## src/rtl/sudoku_input_ctrl.sv

```systemverilog
// Button conditioning (2-flop sync + debounce + press pulse), cursor, and the
// authoritative 9x9 cell/given array feeding the display controller.
module sudoku_input_ctrl #(
    parameter int DEBOUNCE_CYCLES = 250000,
    parameter int RESET_ROW       = 4,
    parameter int RESET_COL       = 4
) (
    input  logic                  clk,
    input  logic                  reset,
    input  logic                  cursor_down_n,
    input  logic                  cursor_right_n,
    input  logic                  place_n,
    input  logic [3:0]            num_select,
    input  logic                  load_en,
    input  logic [3:0]            load_row,
    input  logic [3:0]            load_col,
    input  logic [3:0]            load_value,
    input  logic                  clear_all,
    output logic [3:0]            cursor_row,
    output logic [3:0]            cursor_col,
    output logic [8:0][8:0][3:0]  display_grid,
    output logic [8:0][8:0]       given_mask,
    output logic                  place_ok,
    output logic                  place_reject
);

    localparam int CW = $clog2(DEBOUNCE_CYCLES);
    localparam logic [CW-1:0] CNT_MAX = CW'(DEBOUNCE_CYCLES - 1);

    // Button index: 0 = down, 1 = right, 2 = place
    logic [2:0]          raw;
    logic [2:0]          sync1_q, sync2_q, deb_q, deb_dly_q, arm_q, press_q;
    logic [2:0][CW-1:0]  cnt_q;
    logic [1:0]          settle_q;

    assign raw = {place_n, cursor_right_n, cursor_down_n};

    // A button only starts debouncing once it has been seen released after
    // the synchronizer has settled, so a button held through reset cannot
    // generate a press until it is released and pressed again.
    always_ff @(posedge clk or posedge reset) begin
        if (reset) begin
            sync1_q   <= '1;
            sync2_q   <= '1;
            deb_q     <= '1;
            deb_dly_q <= '1;
            arm_q     <= '0;
            press_q   <= '0;
            cnt_q     <= '0;
            settle_q  <= '0;
        end else begin
            settle_q  <= {settle_q[0], 1'b1};
            sync1_q   <= raw;
            sync2_q   <= sync1_q;
            deb_dly_q <= deb_q;
            press_q   <= deb_dly_q & ~deb_q;
            for (int b = 0; b < 3; b++) begin
                if (!arm_q[b]) begin
                    arm_q[b] <= settle_q[1] & sync2_q[b];
                    cnt_q[b] <= '0;
                end else if (sync2_q[b] == deb_q[b]) begin
                    cnt_q[b] <= '0;
                end else if (cnt_q[b] == CNT_MAX) begin
                    deb_q[b] <= sync2_q[b];
                    cnt_q[b] <= '0;
                end else begin
                    cnt_q[b] <= cnt_q[b] + 1'b1;
                end
            end
        end
    end

    logic                 down_ev, right_ev, place_ev;
    logic                 load_ok, load_same_cell;
    logic [3:0]           row_q, col_q;
    logic [8:0][8:0][3:0] grid_q;
    logic [8:0][8:0]      mask_q;
    logic                 ok_q, rej_q;

    assign down_ev  = press_q[0];
    assign right_ev = press_q[1];
    assign place_ev = press_q[2];

    assign load_ok        = load_en && (load_row <= 4'd8) && (load_col <= 4'd8)
                            && (load_value <= 4'd9);
    assign load_same_cell = load_ok && (load_row == row_q) && (load_col == col_q);

    // Placement sees the pre-move cursor; clear_all > load > place.
    always_ff @(posedge clk or posedge reset) begin
        if (reset) begin
            row_q  <= 4'(RESET_ROW);
            col_q  <= 4'(RESET_COL);
            grid_q <= '0;
            mask_q <= '0;
            ok_q   <= 1'b0;
            rej_q  <= 1'b0;
        end else begin
            ok_q  <= 1'b0;
            rej_q <= 1'b0;
            if (down_ev)
                row_q <= (row_q == 4'd8) ? 4'd0 : row_q + 4'd1;
            if (right_ev)
                col_q <= (col_q == 4'd8) ? 4'd0 : col_q + 4'd1;
            if (clear_all) begin
                grid_q <= '0;
                mask_q <= '0;
                rej_q  <= place_ev;
            end else begin
                if (load_ok) begin
                    grid_q[load_row][load_col] <= load_value;
                    mask_q[load_row][load_col] <= (load_value != 4'd0);
                end
                if (place_ev) begin
                    if ((num_select > 4'd9) || mask_q[row_q][col_q] || load_same_cell) begin
                        rej_q <= 1'b1;
                    end else begin
                        grid_q[row_q][col_q] <= num_select;
                        ok_q                 <= 1'b1;
                    end
                end
            end
        end
    end

    assign cursor_row   = row_q;
    assign cursor_col   = col_q;
    assign display_grid = grid_q;
    assign given_mask   = mask_q;
    assign place_ok     = ok_q;
    assign place_reject = rej_q;

endmodule

```

## config.mk

```make
export PLATFORM = sky130hd
export DESIGN_NAME = sudoku_input_ctrl
export DESIGN_NICKNAME = d
export VERILOG_FILES = /design/src/rtl/sudoku_input_ctrl.sv
export SDC_FILE = /design/constraint.sdc
export NUM_CORES = 1
export LEC_CHECK = 0
export CAP_MARGIN = 20
export CORE_UTILIZATION = 49
export CTS_CLUSTER_DIAMETER = 40
export DETAILED_ROUTE_END_ITERATION = 16
export PLACE_DENSITY = 0.83
export SYNTH_ARGS = -nofsm -noshare
export SYNTH_HDL_FRONTEND = slang
export SYNTH_SLANG_ARGS = --single-unit
```

## constraint.sdc

```tcl
create_clock -name clk -period 15.3 [get_ports clk]
set_input_delay 2.295 -clock clk [delete_from_list [all_inputs] [get_ports clk]]
set_output_delay 2.295 -clock clk [all_outputs]
set_load 0.02 [all_outputs]
```

== After elaboration in Yosys (flattened, before gate mapping) ==
Index checks and enable logic that the tools add are counted.

* Equal/unequal tests: 10
* Reduce and logical (&&, ||, !) cells: 16
* Add/subtract/negate cells: 5
* Shift operators: 0
* Divide/modulo/power cells: 0
* $mul: 0
* Magnitude comparators: 12
* Bitwise logic cells: 8
* Muxes and demuxes: 46

{| class="wikitable"
|+ Operators with widths
! kind !! count
|-
| 2-to-1 mux 324 bit || 5
|-
| bitwise mux 324 bit || 2
|-
| demux 36 bit (select 4 bit) || 2
|-
| 2-to-1 mux 18 bit || 9
|-
| 2-to-1 mux 81 bit || 2
|-
| bitwise mux 81 bit || 1
|-
| 2-to-1 mux 36 bit || 2
|-
| adder 18 x 1 -> 18 bit, second input constant || 3
|-
| equality test 18 bit, second input constant || 3
|-
| binary-select mux 9 bit (select 4 bit) || 1
|-
| demux 9 bit (select 4 bit) || 1
|-
| demux 4 bit (select 4 bit) || 2
|-
| less-than comparator 4 x 5 -> 1 bit, second input constant || 4
|-
| 2-to-1 mux 9 bit || 2
|-
| >= comparator 4 x 1 -> 1 bit, second input constant || 4
|-
| 2-to-1 mux 4 bit || 4
|-
| <= comparator 4 bit, second input constant || 3
|-
| 2-to-1 mux 1 bit || 11
|-
| logical AND 1 bit || 9
|-
| AND reduction 3 bit || 3
|-
| adder 4 x 1 -> 4 bit, second input constant || 2
|-
| equality test 4 bit || 2
|-
| equality test 4 bit, second input constant || 2
|-
| binary-select mux 1 bit (select 4 bit) || 1
|-
| 10 further kinds || 17
|}

* Latch bits: 0
* Input bits: 23
* Memories kept: 0
* ROM bits: 0
* Bits in writable memories: 0
* Register bits: 489

== Logic depth before layout (Yosys ltp) ==
* Depth in word-level cells: 13
* Mapped depth: 13
* Mapped depth without buffers: 8

== Worst setup path after synthesis ==
No wires, ideal clock.

* Kind: input -> register
* Start point: input port load_col[2]
* End point: register grid_q, in the netlist display_grid[116]
* Stages on the path: 10
* Setup slack: 10.749 ns
* Arrival: 4.426 ns
* Path through: clkbuf_1 o31ai_1 nand4b_1 or3_1 clkbuf_1 or2_2 clkbuf_1 mux2i_1 nor2_1 mux2_2

* Cells in the longest elaborated chain, start to end: 13
* Elaborated cells between the ends (all ways): 21
* Classes of those cells: 3 x order compare; 1 x eq/ne; 11 x mux; 6 x reduce/logical

{| class="wikitable"
|+ Ends and longest elaborated chain
! element !! line !! RTL
|-
| start, declared || 16 || <nowiki>input logic [3:0] load_col,</nowiki>
|-
| less-than comparator 4 x 5 -> 1 bit (not written as such) / >= comparator 4 x 1 -> 1 bit (equally long branches) || 110 || <nowiki>grid_q[load_row][load_col] <= load_value;</nowiki>
|-
| logical AND 1 bit (not written as such) || 110 ||
|-
| 2-to-1 mux 4 bit (not written as such) || 110 ||
|-
| demux 4 bit (select 4 bit) || 110 ||
|-
| 2-to-1 mux 36 bit (not written as such) || 110 ||
|-
| demux 36 bit (select 4 bit) || 110 ||
|-
| bitwise mux 324 bit || 110 ||
|-
| 2-to-1 mux 324 bit || 109 || <nowiki>if (load_ok) begin</nowiki>
|-
| 2-to-1 mux 324 bit || 104 || <nowiki>if (clear_all) begin</nowiki>
|-
| bitwise mux 324 bit || 117 || <nowiki>grid_q[row_q][col_q] <= num_select;</nowiki>
|-
| 2-to-1 mux 324 bit || 114 || <nowiki>if ((num_select > 4'd9) || mask_q[row_q][col_q] || load_same_cell) begin</nowiki>
|-
| 2-to-1 mux 324 bit (*) || 113 || <nowiki>if (place_ev) begin</nowiki>
|-
| 2-to-1 mux 324 bit (*) || 104 ||
|-
| end signal, assigned by index || 110 ||
|-
| end signal, assigned by index || 117 ||
|-
| end, declared || 76 || <nowiki>logic [8:0][8:0][3:0] grid_q;</nowiki>
|}

Mark *: on every way between the ends. The rest lies on a longest branch, timed or not. The select of a mux whose other input is x is not followed.
A chain may end at the register's enable or synchronous reset.

== Worst setup path in the final report ==
* Start point: input port load_col[1]
* End point: register grid_q, in the netlist display_grid[30]

Same word-level chain as after synthesis.

==> results.py <==
metrics = {
    "grt": {
        "grt_max_degree": 117,
        "grt_overflow": 0,
        "grt_antenna_before_repair": 2,
        "grt_use_total_pct": 35.7,
        "grt_pass1_wl_um": 143000,
        "grt_pass1_vias": 22600,
    },
    "sta": {
        "fin_crit_sh_pct": 35.1,
        "setup_violations": 0,
        "slew-limit-headroom_pct": 20.8,
        "slew_violations": 0,
        "finalHoldViolCount": 0,
        "worst_slew_pin_slew_ns": 1.19,
        "finClkSkew_ns": 0.0363,
        "rsz0062_at_grt": "no",
        "max_freq_ghz": 0.186,
        "tns_ns": 0,
        "period_minus_slack_ns": 5.37,
    },
    "power_and_ir_drop": {
        "power_leakage_uw": 0.0138,
        "switching_share_pct": 24.3,
        "p_seq_share_pct": 41.8,
        "power_density_nw_per_um2": 94.9,
        "pwr-share-clk_pct": 53.9,
        "ir_worst_vdd_uv": 78.8,
        "intPower_uw": 2360,
        "pwr-share-comb_pct": 4.3,
        "switching_power_uw": 758,
        "finalPower_uw": 3120,
    },
    "synthesis": {
        "synth_area_leaders": "dfrtp_1 (46%), mux2i_1 (10%), mux2_2 (9.2%)",
        "ys_seq_area_share_pct": 47.9,
        "synth_enable_flop_cells": 0,
        "synth_ff_type": "dfrtp_1",
        "ys_top_cells_by_count": "dfrtp_1 (475), nor2_1 (386), mux2i_1 (263)",
        "ys_async_sr_fraction_pct": 100,
        "ys_warn_count": 0,
        "syn-cell-area_um2": 25600,
        "synth.avg_cell_area_um2": 10.3,
        "yosysMostFrequentCell": "dfrtp_1",
        "ys_ff_latch": 489,
        "synth_cell_types": 75,
        "synthesis.instances": 2475,
        "synth_fp_nets": 2509,
        "yosys.area.top_type": "dfrtp_1",
        "synth_top_area_share_pct": 46.4,
    },
    "clock_tree": {
        "path_clk_slew_ns": 0.06,
        "cts_setup_buffers": 0,
        "cts_max_path_buffers": 3,
        "clk_latency_ns": 0.61,
        "cts_sinks": 489,
        "cts_root_buffer": "clkbuf_16",
        "ctsResizeCount": 0,
        "cts_htree_levels": 3,
        "cts_hold_buf": 0,
        "cts_tree": "done",
        "numCtsBuffers": 72,
    },
    "flow_run": {
        "drv_cap": 0,
    },
    "drt": {
        "drc": 0,
        "first_pass_iters": 6,
        "viasPerCell": 6.64,
        "vias": 23500,
        "ant_nets": 0,
        "wl_um": 97600,
        "wl_per_cell_um": 27.5,
        "drtIter0Drc": 3376,
    },
    "placement": {
        "place_inst": 3404,
        "placed_area_um2": 30200,
        "place_congestion": 0.959,
        "dpl.hpwl_um": 65300,
        "io_buffer_count": 437,
    },
    "cells_and_area": {
        "final_nets": 2838,
        "ff_latch_area_um2": 12300,
        "syn2layout_area_growth_pct": 28.3,
        "multi_input_area_um2": 12400,
        "design_area_um2": 32800,
        "fin_cells": 3543,
        "fillers": 3813,
        "post-route-util_pct": 63.9,
        "drive_above_1_share_pct": 14.5,
    },
    "critical_path": {
        "worstPathCellList": "clkdlybuf4s50_1 > o31ai_1 > and4b_1 > nand3_1 > nor2_1 > mux2i_1 > a221oi_1",
        "cp_num_buf_inv": 1,
        "crit_fanout": 15,
        "cp-end-kind": "flop",
        "slowest_delay_ns": 0.84,
        "startpoint_type": "primary input",
        "crit_family": "simple AND/OR/NAND/NOR gates",
        "worstSetupPathType": "primary input to flop",
        "critPathSlowestCell": "nor2_1",
        "crit_required_ns": 15.77,
        "crit_arrival_ns": 5.85,
    },
    "floorplanning": {
        "die-width_um": 231,
        "num_io_pins": 438,
        "dieArea_um2": 53100,
        "core_region_area_um2": 51400,
        "rows": 83,
        "initial_utilization_pct": 49.8,
        "dieHeight_um": 231,
    },
    "worst_hold_path": {
        "hold_class": "flop to flop",
    },
    "run_status": {
        "status": "complete, no violations",
    },
}
routing by layer:
layer | share of wire, % | GRT usage (%) | vias up
met2 | 45 | 54.6 | 1778
met3 | 13 | 10.9 | 368
met5 | 0 | 0 | -
met1 | 36 | 45.2 | 11600
met4 | 5.8 | 19.4 | 0
li1 | - | - | 9746
metrics by stage:
step,hold WS [ns],setup WS (ns)
finish,0.351,9.93
global route,0.356,9.78
CTS,0.343,9.75
detailed placement,0.340,9.15
global placement,0.332,9.27
floorplan,0.331,6.39
cell type report:
| cell class | count | share of cell area [%] |
|---|---|---|
| diodes | 2 | 0.0152 |
| flip-flops and latches | 489 | 37.3 |
| repair buffers | 473 | 14.5 |
| multi-input cells | 1751 | 37.9 |
| inverters | 17 | 0.206 |
| clock buffers | 87 | 6.01 |
| clock inverters | 44 | 1.45 |
| well taps | 680 | 2.59 |
final timing paths:
kind	slack, ns	from	to	depth (start not counted)
hold reg to reg	0.35	settle_q[0]$_DFF_PP0_	settle_q[1]$_DFF_PP0_	0
max in group asynchronous	10.22	reset	display_grid[237]$_DFF_PP0_	6
min in group asynchronous	2.18	reset	display_grid[289]$_DFF_PP0_	2
hold / removal	0.35	settle_q[0]$_DFF_PP0_	settle_q[1]$_DFF_PP0_	0
setup / recovery	9.93	load_col[1]	display_grid[30]$_DFF_PP0_	7
setup reg to reg	10.93	cursor_row[0]$_DFFE_PP0P_	display_grid[140]$_DFF_PP0_	11
cells in the final DEF (no fill, tap or decap), drive strengths merged, types with 10 or more instances in the layout:
cell,synthesis,layout
a221oi,125,125
ha,11,11
nor2,386,386
mux2i,263,263
buf,53,41
a211oi,69,69
a31oi,37,37
o21ai,36,36
inv,16,30
clkbuf,165,87
clkinv,1,15
nand2,107,107
clkinvlp,0,10
a311oi,37,37
dfrtp,475,475
nor2b,21,21
dfstp,14,14
a21oi,81,81
mux2,210,210
and3,34,34
nor3,55,55
nand3,80,80
xnor2,22,22
nand4,41,41
clkdlybuf4s50,0,432
xor2,33,33
and2,12,12
power groups by stage:
stage               clock network [µW]  registers (µW)  logic [µW]
floorplan                            0            1330        80.0
global placement                     0            1320         122
detailed placement                   0            1320         125
CTS                               1680            1300         125
global route                      1740            1300         141
finish                            1680            1300         135
kinds of logic after synthesis:
group           count (synthesis)  share of synthesized area, %
xor+xnor                       55                          1.88
flops                         489                          47.9
fa+ha+maj                      11                         0.538
buf+inv                       235                          3.81
other cells                     1                        0.0147
mux                           475                          19.7
compound gates                419                          12.1
simple gates                  790                          14.1
sequential cells by signal, summed over array words and instances, names as in the netlist:
| register | cells |
|---|---|
| display_grid | 324 |
| given_mask | 81 |
| cnt_q | 54 |
| cursor_col | 4 |
| cursor_row | 4 |
| arm_q | 3 |
| deb_dly_q | 3 |
| deb_q | 3 |
| press_q | 3 |
| sync1_q | 3 |
| sync2_q | 3 |
| settle_q | 2 |
| place_ok | 1 |
| place_reject | 1 |
(Power assumes the default switching activity.)
